File: src/rtl/mem_access_unit_if.sv
// mem_access_unit_if: data-memory request/ack port.
//   master (access unit): drives mem_req, mem_we, mem_be, mem_addr, mem_wdata;
//                         samples mem_ack, mem_rdata.
//   slave  (memory):      the mirror image.
// mem_req is held high until mem_ack. mem_rdata is valid only while mem_ack=1.
`timescale 1ns/1ps
interface mem_access_unit_if;
    logic        mem_req;
    logic        mem_we;
    logic [3:0]  mem_be;
    logic [31:0] mem_addr;
    logic [31:0] mem_wdata;
    logic        mem_ack;
    logic [31:0] mem_rdata;

    modport master (
        output mem_req, mem_we, mem_be, mem_addr, mem_wdata,
        input  mem_ack, mem_rdata
    );

    modport slave (
        input  mem_req, mem_we, mem_be, mem_addr, mem_wdata,
        output mem_ack, mem_rdata
    );
endinterface

File: src/rtl/mem_access_unit.sv
// mem_access_unit: MEM-stage data-memory access controller (RV32IM).
//
// Takes the EX/MEM access code, ALU address and rs2 store data. It issues one
// request per aligned access on the memory port, stalls upstream until the
// access completes, and returns the extended load value toward MEM/WB.
//
// Ports:
//   clk, rst          clock; synchronous active-high reset
//   read_write_in[3:0] access code (LB/LH/LW/LBU/LHU/SB/SH/SW, else none)
//   addr_in[31:0]     effective address
//   store_data_in     rs2 store data
//   mem               memory port (mem_access_unit_if.master)
//   load_data_out     sign/zero-extended load result, held until next load
//   stall             hold upstream pipeline
//   misaligned        combinational flag for a misaligned access
//   bus_error         timeout abort flag
//
// Build option: define MEM_TIMEOUT_EN to abort a BUSY access after
// TIMEOUT_CYCLES cycles without ack. Without it, BUSY waits indefinitely
// and bus_error is tied to 0.
`timescale 1ns/1ps
module mem_access_unit #(
    parameter int TIMEOUT_CYCLES = 255
) (
    input  logic                      clk,
    input  logic                      rst,
    input  logic [3:0]                read_write_in,
    input  logic [31:0]               addr_in,
    input  logic [31:0]               store_data_in,
    mem_access_unit_if.master         mem,
    output logic [31:0]               load_data_out,
    output logic                      stall,
    output logic                      misaligned,
    output logic                      bus_error
);

    typedef enum logic [1:0] {IDLE, BUSY, DONE} state_t;

    // Decoded access: size 0=byte, 1=half, 2=word; sx = sign-extend load.
    typedef struct packed {
        logic       ld;
        logic       st;
        logic [1:0] sz;
        logic       sx;
    } acc_t;

    state_t      state_q, state_d;
    acc_t        acc;
    logic        valid, align_ok, go;
    logic [3:0]  be_d;
    logic [31:0] wdata_d;
    logic [31:0] rshift, ext;
    logic        timeout_hit;

    logic        req_q, we_q;
    logic [3:0]  be_q;
    logic [31:0] addr_q, wdata_q, load_q;

    // ---------------- decode ----------------
    always_comb begin
        acc = '0;
        unique case (read_write_in)
            4'b1000: acc = '{ld: 1'b1, st: 1'b0, sz: 2'd0, sx: 1'b1}; // LB
            4'b1001: acc = '{ld: 1'b1, st: 1'b0, sz: 2'd1, sx: 1'b1}; // LH
            4'b1010: acc = '{ld: 1'b1, st: 1'b0, sz: 2'd2, sx: 1'b0}; // LW
            4'b1100: acc = '{ld: 1'b1, st: 1'b0, sz: 2'd0, sx: 1'b0}; // LBU
            4'b1101: acc = '{ld: 1'b1, st: 1'b0, sz: 2'd1, sx: 1'b0}; // LHU
            4'b0101: acc = '{ld: 1'b0, st: 1'b1, sz: 2'd0, sx: 1'b0}; // SB
            4'b0110: acc = '{ld: 1'b0, st: 1'b1, sz: 2'd1, sx: 1'b0}; // SH
            4'b0111: acc = '{ld: 1'b0, st: 1'b1, sz: 2'd2, sx: 1'b0}; // SW
            default: acc = '0;                                        // none/reserved
        endcase
    end

    assign valid = acc.ld | acc.st;

    always_comb begin
        align_ok = 1'b1;
        if (acc.sz == 2'd1)      align_ok = ~addr_in[0];
        else if (acc.sz == 2'd2) align_ok = (addr_in[1:0] == 2'b00);
    end

    assign go = valid & align_ok;

    // ---------------- store lane steering ----------------
    always_comb begin
        be_d    = 4'b1111;
        wdata_d = store_data_in;
        if (acc.sz == 2'd0) begin
            be_d    = 4'b0001 << addr_in[1:0];
            wdata_d = {4{store_data_in[7:0]}};
        end else if (acc.sz == 2'd1) begin
            be_d    = 4'b0011 << addr_in[1:0];
            wdata_d = {2{store_data_in[15:0]}};
        end
    end

    // ---------------- load extraction ----------------
    // Upstream holds addr/code stable while stalled, so the byte offset is
    // still valid on the ack cycle.
    assign rshift = mem.mem_rdata >> {addr_in[1:0], 3'b000};

    always_comb begin
        ext = rshift;
        if (acc.sz == 2'd0)
            ext = acc.sx ? {{24{rshift[7]}}, rshift[7:0]} : {24'h0, rshift[7:0]};
        else if (acc.sz == 2'd1)
            ext = acc.sx ? {{16{rshift[15]}}, rshift[15:0]} : {16'h0, rshift[15:0]};
    end

    // ---------------- optional timeout ----------------
`ifdef MEM_TIMEOUT_EN
    localparam int CNT_W = ($clog2(TIMEOUT_CYCLES + 1) > 8) ? $clog2(TIMEOUT_CYCLES + 1) : 8;

    logic [CNT_W-1:0] cnt_q;
    logic             bus_err_q;

    // Abort on the TIMEOUT_CYCLES-th BUSY cycle that sees no ack.
    assign timeout_hit = (state_q == BUSY) && !mem.mem_ack &&
                         (cnt_q == CNT_W'(TIMEOUT_CYCLES - 1));

    always_ff @(posedge clk) begin
        if (rst) begin
            cnt_q     <= '0;
            bus_err_q <= 1'b0;
        end else if (state_q == IDLE && go) begin
            cnt_q     <= '0;
            bus_err_q <= 1'b0;
        end else if (timeout_hit) begin
            bus_err_q <= 1'b1;
        end else if (state_q == BUSY && !mem.mem_ack) begin
            cnt_q     <= cnt_q + 1'b1;
        end
    end

    assign bus_error = bus_err_q;
`else
    logic [31:0] timeout_unused;
    assign timeout_unused = 32'(TIMEOUT_CYCLES);
    assign timeout_hit    = 1'b0;
    assign bus_error      = 1'b0;
`endif

    // ---------------- FSM ----------------
    always_ff @(posedge clk) begin
        if (rst) state_q <= IDLE;
        else     state_q <= state_d;
    end

    always_comb begin
        state_d = state_q;
        unique case (state_q)
            IDLE:    if (go) state_d = BUSY;
            BUSY:    if (mem.mem_ack || timeout_hit) state_d = DONE;
            DONE:    state_d = IDLE;
            default: state_d = IDLE;
        endcase
    end

    // ---------------- datapath registers ----------------
    always_ff @(posedge clk) begin
        if (rst) begin
            req_q   <= 1'b0;
            we_q    <= 1'b0;
            be_q    <= 4'h0;
            addr_q  <= 32'h0;
            wdata_q <= 32'h0;
            load_q  <= 32'h0;
        end else begin
            unique case (state_q)
                IDLE: if (go) begin
                    req_q   <= 1'b1;
                    we_q    <= acc.st;
                    be_q    <= be_d;
                    addr_q  <= {addr_in[31:2], 2'b00};
                    wdata_q <= wdata_d;
                end
                BUSY: if (mem.mem_ack) begin
                    req_q <= 1'b0;
                    we_q  <= 1'b0;
                    if (acc.ld) load_q <= ext;
                end else if (timeout_hit) begin
                    req_q  <= 1'b0;
                    we_q   <= 1'b0;
                    load_q <= 32'h0;
                end
                default: ;
            endcase
        end
    end

    assign mem.mem_req   = req_q;
    assign mem.mem_we    = we_q;
    assign mem.mem_be    = be_q;
    assign mem.mem_addr  = addr_q;
    assign mem.mem_wdata = wdata_q;

    // A misaligned access never reaches the bus; its result reads as zero
    // for as long as the offending code is held.
    assign misaligned    = !rst && valid && !align_ok;
    assign load_data_out = misaligned ? 32'h0 : load_q;
    assign stall         = !rst && ((state_q == IDLE && go) || state_q == BUSY);

endmodule
File: src/flat_wrapper.sv
// flat-port wrapper written by rule: the top's interface ports become plain ports
module mem_access_unit_flat 
#(
    parameter int TIMEOUT_CYCLES = 255
)
  (clk, rst, read_write_in, addr_in, store_data_in, load_data_out, stall, misaligned, bus_error, mem_mem_req, mem_mem_we, mem_mem_be, mem_mem_addr, mem_mem_wdata, mem_mem_ack, mem_mem_rdata);
  mem_access_unit_if mem_i ();
  input  logic clk;
  input  logic rst;
  input  logic [3:0] read_write_in;
  input  logic [31:0] addr_in;
  input  logic [31:0] store_data_in;
  output logic [31:0] load_data_out;
  output logic stall;
  output logic misaligned;
  output logic bus_error;
  output wire logic [$bits(mem_i.mem_req)-1:0] mem_mem_req;
  output wire logic [$bits(mem_i.mem_we)-1:0] mem_mem_we;
  output wire logic [$bits(mem_i.mem_be)-1:0] mem_mem_be;
  output wire logic [$bits(mem_i.mem_addr)-1:0] mem_mem_addr;
  output wire logic [$bits(mem_i.mem_wdata)-1:0] mem_mem_wdata;
  input wire logic [$bits(mem_i.mem_ack)-1:0] mem_mem_ack;
  input wire logic [$bits(mem_i.mem_rdata)-1:0] mem_mem_rdata;
  assign mem_mem_req = mem_i.mem_req;
  assign mem_mem_we = mem_i.mem_we;
  assign mem_mem_be = mem_i.mem_be;
  assign mem_mem_addr = mem_i.mem_addr;
  assign mem_mem_wdata = mem_i.mem_wdata;
  assign mem_i.mem_ack = mem_mem_ack;
  assign mem_i.mem_rdata = mem_mem_rdata;
  mem_access_unit #(.TIMEOUT_CYCLES(TIMEOUT_CYCLES)) u_core (.clk(clk), .rst(rst), .read_write_in(read_write_in), .addr_in(addr_in), .store_data_in(store_data_in), .mem(mem_i), .load_data_out(load_data_out), .stall(stall), .misaligned(misaligned), .bus_error(bus_error));
endmodule
File: config.mk
export PLATFORM = sky130hd
export DESIGN_NAME = mem_access_unit_flat
export DESIGN_NICKNAME = d
export VERILOG_FILES = /design/src/rtl/mem_access_unit_if.sv /design/src/rtl/mem_access_unit.sv /design/src/flat_wrapper.sv
export SDC_FILE = /design/constraint.sdc
export NUM_CORES = 1
export LEC_CHECK = 0
export ABC_AREA = 0
export CAP_MARGIN = 20
export CORE_ASPECT_RATIO = 0.9
export CORE_MARGIN = 4
export CORE_UTILIZATION = 47
export DETAILED_ROUTE_END_ITERATION = 8
export PLACE_DENSITY = 0.95
export SLEW_MARGIN = 10
export SYNTH_ARGS = -nofsm -noshare
export SYNTH_HDL_FRONTEND = slang
export SYNTH_SLANG_ARGS = --single-unit
File: constraint.sdc
create_clock -name clk -period 4.5 [get_ports clk]
set_input_delay 0.9 -clock clk [delete_from_list [all_inputs] [get_ports clk]]
set_output_delay 0.9 -clock clk [all_outputs]
set_load 0.02 [all_outputs]
Word level (Yosys, flattened, before mapping). Memory sizes are Yosys's and may differ from the RTL's. Index checks and enable logic that the tools add are counted.

Memories kept: 1. Memory bits (read-only): 80. Register bits after elaboration: 102. Logic and storage cells: 53.

Memory list: (name not given) (words 16, width 5, read ports 1, clocked after Yosys merged registers in 0, wr ports 0, RTL line mem_access_unit.sv:62) `unique case (read_write_in)`.

Equality and inequality tests: 5. Bitwise logic cells: 3. Shifts and indexed selects: 3. Reductions and logical operators: 15. Mux-type cells: 19.

Operators with widths (count): 32-bit 2-to-1 mux (7); 32-bit by 5-bit right shift with 32-bit output (1); 4-bit 2-to-1 mux (2); 2-bit logical NOT (3); 3-bit AND reduction (2); 1-bit 2-to-1 mux (5); 2-bit by 1-bit == test with 1-bit output (second input constant) (2); 1-bit logical AND (4); 2-bit 2-to-1 mux (2); 1-bit case mux with 2 select lines (2); 2-bit case mux with 2 select lines (1); 2-bit AND reduction (2); 1-bit by 2-bit left shift with 4-bit output (first input constant) (1); 2-bit by 2-bit left shift with 4-bit output (first input constant) (1); 2-bit == test (second input constant) (1); 1-bit logical NOT (2); 2-bit by 1-bit != test with 1-bit output (second input constant) (1); 2-bit != test (second input constant) (1); 2-bit nonzero test (1); 1-bit bitwise AND (1); 1-bit logical OR (1); 1-bit inverter (1); 1-bit OR (1).

Depth between registers and ports, before layout. An unclocked memory read counts as a cell.

Depth after elaboration: 8. Mapped depth: 11. Mapped depth without buffers: 7.

Worst setup path before layout. No wires, ideal clock.

Path kind: input port to output port. Start point: input addr_in[1]. End point: output stall. Required time: 3.600 ns. Buffers on the path: 4. Arrival: 2.612 ns. Slack: 0.988 ns. Cell stages on the path: 11. Path through: inv_1 clkbuf_1 ha_1 nor2b_1 o21ai_1 and4_1 buf_2 buf_4 buf_2 nor2_1 nor2_1.

Longest elaborated chain between the ends: 7.

RTL lines: from (decl) (RTL line flat_wrapper.sv:11) `input logic [31:0] addr_in;`; 2-bit logical NOT (RTL line mem_access_unit.sv:80) `else if (acc.sz == 2'd2) align_ok = (addr_in[1:0] == 2'b00);`; 1-bit 2-to-1 mux (RTL line mem_access_unit.sv:80); 1-bit 2-to-1 mux (RTL line mem_access_unit.sv:79) `if (acc.sz == 2'd1) align_ok = ~addr_in[0];`; 1-bit bitwise AND (RTL line mem_access_unit.sv:83) `assign go = valid & align_ok;`; 1-bit logical AND (RTL line mem_access_unit.sv:202) `assign stall = !rst && ((state_q == IDLE && go) || state_q == BUSY);`; 1-bit logical OR (RTL line mem_access_unit.sv:202); 1-bit logical AND (RTL line mem_access_unit.sv:202); to (decl) (RTL line flat_wrapper.sv:14) `output logic stall;`.

Every way passes these cells.

Worst setup path after layout.
Start point: input read_write_in[3]. End point: output load_data_out[23].

Longest elaborated chain between the ends: 7. Elaborated cells on any way between the ends: 10. Those cells by class: 2 x eq/ne; 3 x mux; 1 x bitwise; 3 x reduce/logical; 1 x memory.

RTL lines: from (decl) (RTL line flat_wrapper.sv:10) `input logic [3:0] read_write_in;`; memory 16 x 5 bit *; 2-bit == test (RTL line mem_access_unit.sv:80); 1-bit 2-to-1 mux (RTL line mem_access_unit.sv:80); 1-bit 2-to-1 mux (RTL line mem_access_unit.sv:79); 1-bit logical NOT (RTL line mem_access_unit.sv:200) `assign misaligned = !rst && valid && !align_ok;`; 1-bit logical AND * (RTL line mem_access_unit.sv:200); 32-bit 2-to-1 mux * (RTL line mem_access_unit.sv:201) `assign load_data_out = misaligned ? 32'h0 : load_q;`; to (decl) (RTL line flat_wrapper.sv:13) `output logic [31:0] load_data_out;`.

Mark *: on every way between the ends. The rest lies on a longest branch, timed or not.

==> metrics.csv <==
metric,value,unit
status,completed,
final hold vios,0,
RSZ-0062 raised after global routing,no,
Port Buffers,204,
Avg Synthesized Cell Area,8.116,um^2
CTS Hold Bufs,0,
GRT Total Usage,0.2583,
clock root buffer,clkbuf_16,
Tmin final,4.223,ns
Clk pwr share,0.329,
critical-path cell list,clkdlybuf4s50_1 -> and4bb_1 -> o21ai_1 -> nand2_1 -> nand3b_1 -> buf_4 -> and2_1 -> clkdlybuf4s50_1,
post-detailed-route wirelength per cell,17.80,um
Die W,117.9,um
Setup TNS,0,ns
pre-CTS setup slack,0.3054,ns
Max VDD drop,0.2862,mV
Synth area leader,dfxtp_1,
crit-path max FO,33,
top post-synthesis cells by area,"dfxtp_1 (40%), nand2_1 (9.2%), a21oi_1 (6.8%)",
DR vias/cell,5.658,
CTS tree,yes,
leak pwr,2.824,nW
Rows,35,
Final Util,0.7137,
clock-pin slew on the worst setup and hold paths,0.07,ns
Max Cap Viol,0,
share of total power in combinational logic,0.254,
DR iter-0 viols,308,
core area,0.01042,mm^2
fillers,796,
largest net degree at the start of global routing,77,
skew final,0.007086,ns
number of synthesized flops with an enable pin,0,
"slowest stage delay, CP",0.66,ns
Cells after Synth,629,
Critical-path top delay cell,clkdlybuf4s50_1,
Slew @ Worst Pin,0.7672,ns
Post-DP HPWL,12.56,mm
initial antenna violation count,0,
top-count cell post-synth,nand2_1,
vias in the first global route,5206,
1st-pass router iterations,5,
routed wire length,16.66,mm
Setup WS post-layout,0.2770,ns
hold crit path type,register to register,
sequential power share,0.418,
switching power,0.7043,mW
layout cells sized above 1,0.06444,
overflow left after global routing,0,
WS Path Type,input port to primary output,
num ports,208,
P per Cell Area,321.5,mW/mm^2
TritonCTS buffer count,9,
Bufs on Longest Clock Path,2,
ANT nets after route,0,
area added between synthesis and finish,45.71,%
"most used cell, CP",clkdlybuf4s50_1,
CP Data Required Time,3.60,ns
global-route wire length before repair,26.56,mm
number of synthesized register bits,102,
clock tree sinks,102,
H-tree depth,3,
DR vias,5296,
Pint,1.687,mW
Critical Path AT,3.32,ns
total of warnings raised by yosys,0,
Post-Syn Area,0.005105,mm^2
antenna cells,0,
fmax,236.8,MHz
DIE AREA,0.01260,mm^2
Slew headroom,0.4885,
Resize count post-CTS,0,
Sw Share,0.2945,
CP Launch Type,input port,
Pwr Total,2.392,mW
fin crit share,0.9384,
top post-synthesis cells by count,"nand2_1 (125), dfxtp_1 (102), a21oi_1 (69)",
die height,106.9,um
count of cell types in the netlist,51,
count of pins over their slew limit,0,
setup violators final,0,
Final Net Count,909,
Starting Density,0.4898,
"Setup Fix Bufs, Post-CTS",0,
sequential share of the synthesized area,0.4000,
"Top FF cell, synth",dfxtp_1,
post-synth top area share,0.4000,
Setup crit end kind,primary output,
Post-route DRC,0,
Post-synth ARST share,0,
clock latency on the worst-skew pair,0.34,ns
routability cong.,0.9344,
-- stage by stage --
stage,hold slack (ns),instances,cell area [um^2]
2_1_floorplan,0.4317,631,5112
6_report,0.4523,936,7438
3_3_place_gp,0.4401,920,7133
4_1_cts,0.4553,936,7438
5_1_grt,0.4805,936,7438
3_5_place_dp,0.4457,920,7133
-- state kept, by name, indices dropped and copies added (netlist names) --
name                  flops
u_core.state_q            2
u_core.load_q            32
u_core.mem.mem_be         4
u_core.mem.mem_wdata     32
u_core.mem.mem_addr      30
u_core.mem.mem_req        1
u_core.mem.mem_we         1
-- layout by cell type, fill, tap and decap left out, types with 3 or more instances in the layout --
master           synthesis  layout
inv_1                    7       7
a21oi_1                 69      69
a211oi_1                19      19
o21ai_0                 16      16
and2_1                  32      32
o31ai_1                  3       3
nand3_1                  6       6
o211ai_1                 5       5
buf_4                   10      14
clkbuf_16                0       9
a22o_1                  23      23
clkdlybuf4s50_1          0     203
nor2b_1                 12      12
nand3b_1                 3       3
nor2_1                  46      46
ha_1                     4       4
nor3_1                  18      17
o211a_1                  6       6
dfxtp_1                102     102
mux2i_1                 26      26
conb_1                   1       3
mux2_2                   5       5
nand2_1                125     125
a211oi_2                10      10
-- area by class of cell --
class	instances	area [um^2]	share of cell area
Multi-Input combinational cell	465	2766	0.3719
Inverter	7	26.28	0.003532
Clock inverter	7	80.08	0.01077
Timing Repair Buffer	217	2137	0.2873
Sequential cell	102	2042	0.2745
Clock buffer	9	225.2	0.03028
Tap cell	129	161.4	0.02170
-- cells by family (layout without fill, tap and decap cells) --
family                   Yosys count  count (layout)  synth area share
AND/OR/NAND/NOR                  260             260            0.2353
AO/OA/AOI/OAI                    166             166            0.2270
flip-flops                       102             102            0.4000
buffers and inverters             64             240           0.06078
multiplexers                      32              32           0.06642
adder cells (fa/ha/maj)            4               4          0.009804
other                              1               3         0.0007346
-- layer usage --
layer / up-vias / share of wire / track usage
li1: 2521 / - / -
met1: 2507 / 0.40 / 0.3014
met5: - / 0 / 0
met4: 0 / 0.020 / 0.07866
met3: 29 / 0.081 / 0.08070
met2: 239 / 0.49 / 0.4563
-- final timing paths --
path                                       start                        endpoint  slack [ns]  cells past startpoint
setup / recovery                read_write_in[3]               load_data_out[23]        0.28                      8
hold / removal     u_core.load_q[4]$_SDFFE_PP0P_   u_core.load_q[4]$_SDFFE_PP0P_        0.45                      2
setup reg to reg  u_core.state_q[1]$_SDFFE_PP0P_  u_core.load_q[21]$_SDFFE_PP0P_        2.20                      5
hold reg to reg    u_core.load_q[4]$_SDFFE_PP0P_   u_core.load_q[4]$_SDFFE_PP0P_        0.45                      2
-- power by group through the flow --
stage | registers (mW) | logic (mW) | clock network, mW
2_1_floorplan | 1.08 | 0.255 | 0
3_3_place_gp | 1.02 | 0.586 | 0
3_5_place_dp | 1.02 | 0.602 | 0
4_1_cts | 0.999 | 0.606 | 0.802
5_1_grt | 1.01 | 0.650 | 0.842
6_report | 0.999 | 0.606 | 0.786
-- worst max-delay path: cells and delay by family --
kind	cells	cell delay [ns]
simple gates	4	0.65
buf+inv	3	1.54
compound gates	1	0.22
(Power assumes the default switching activity.)
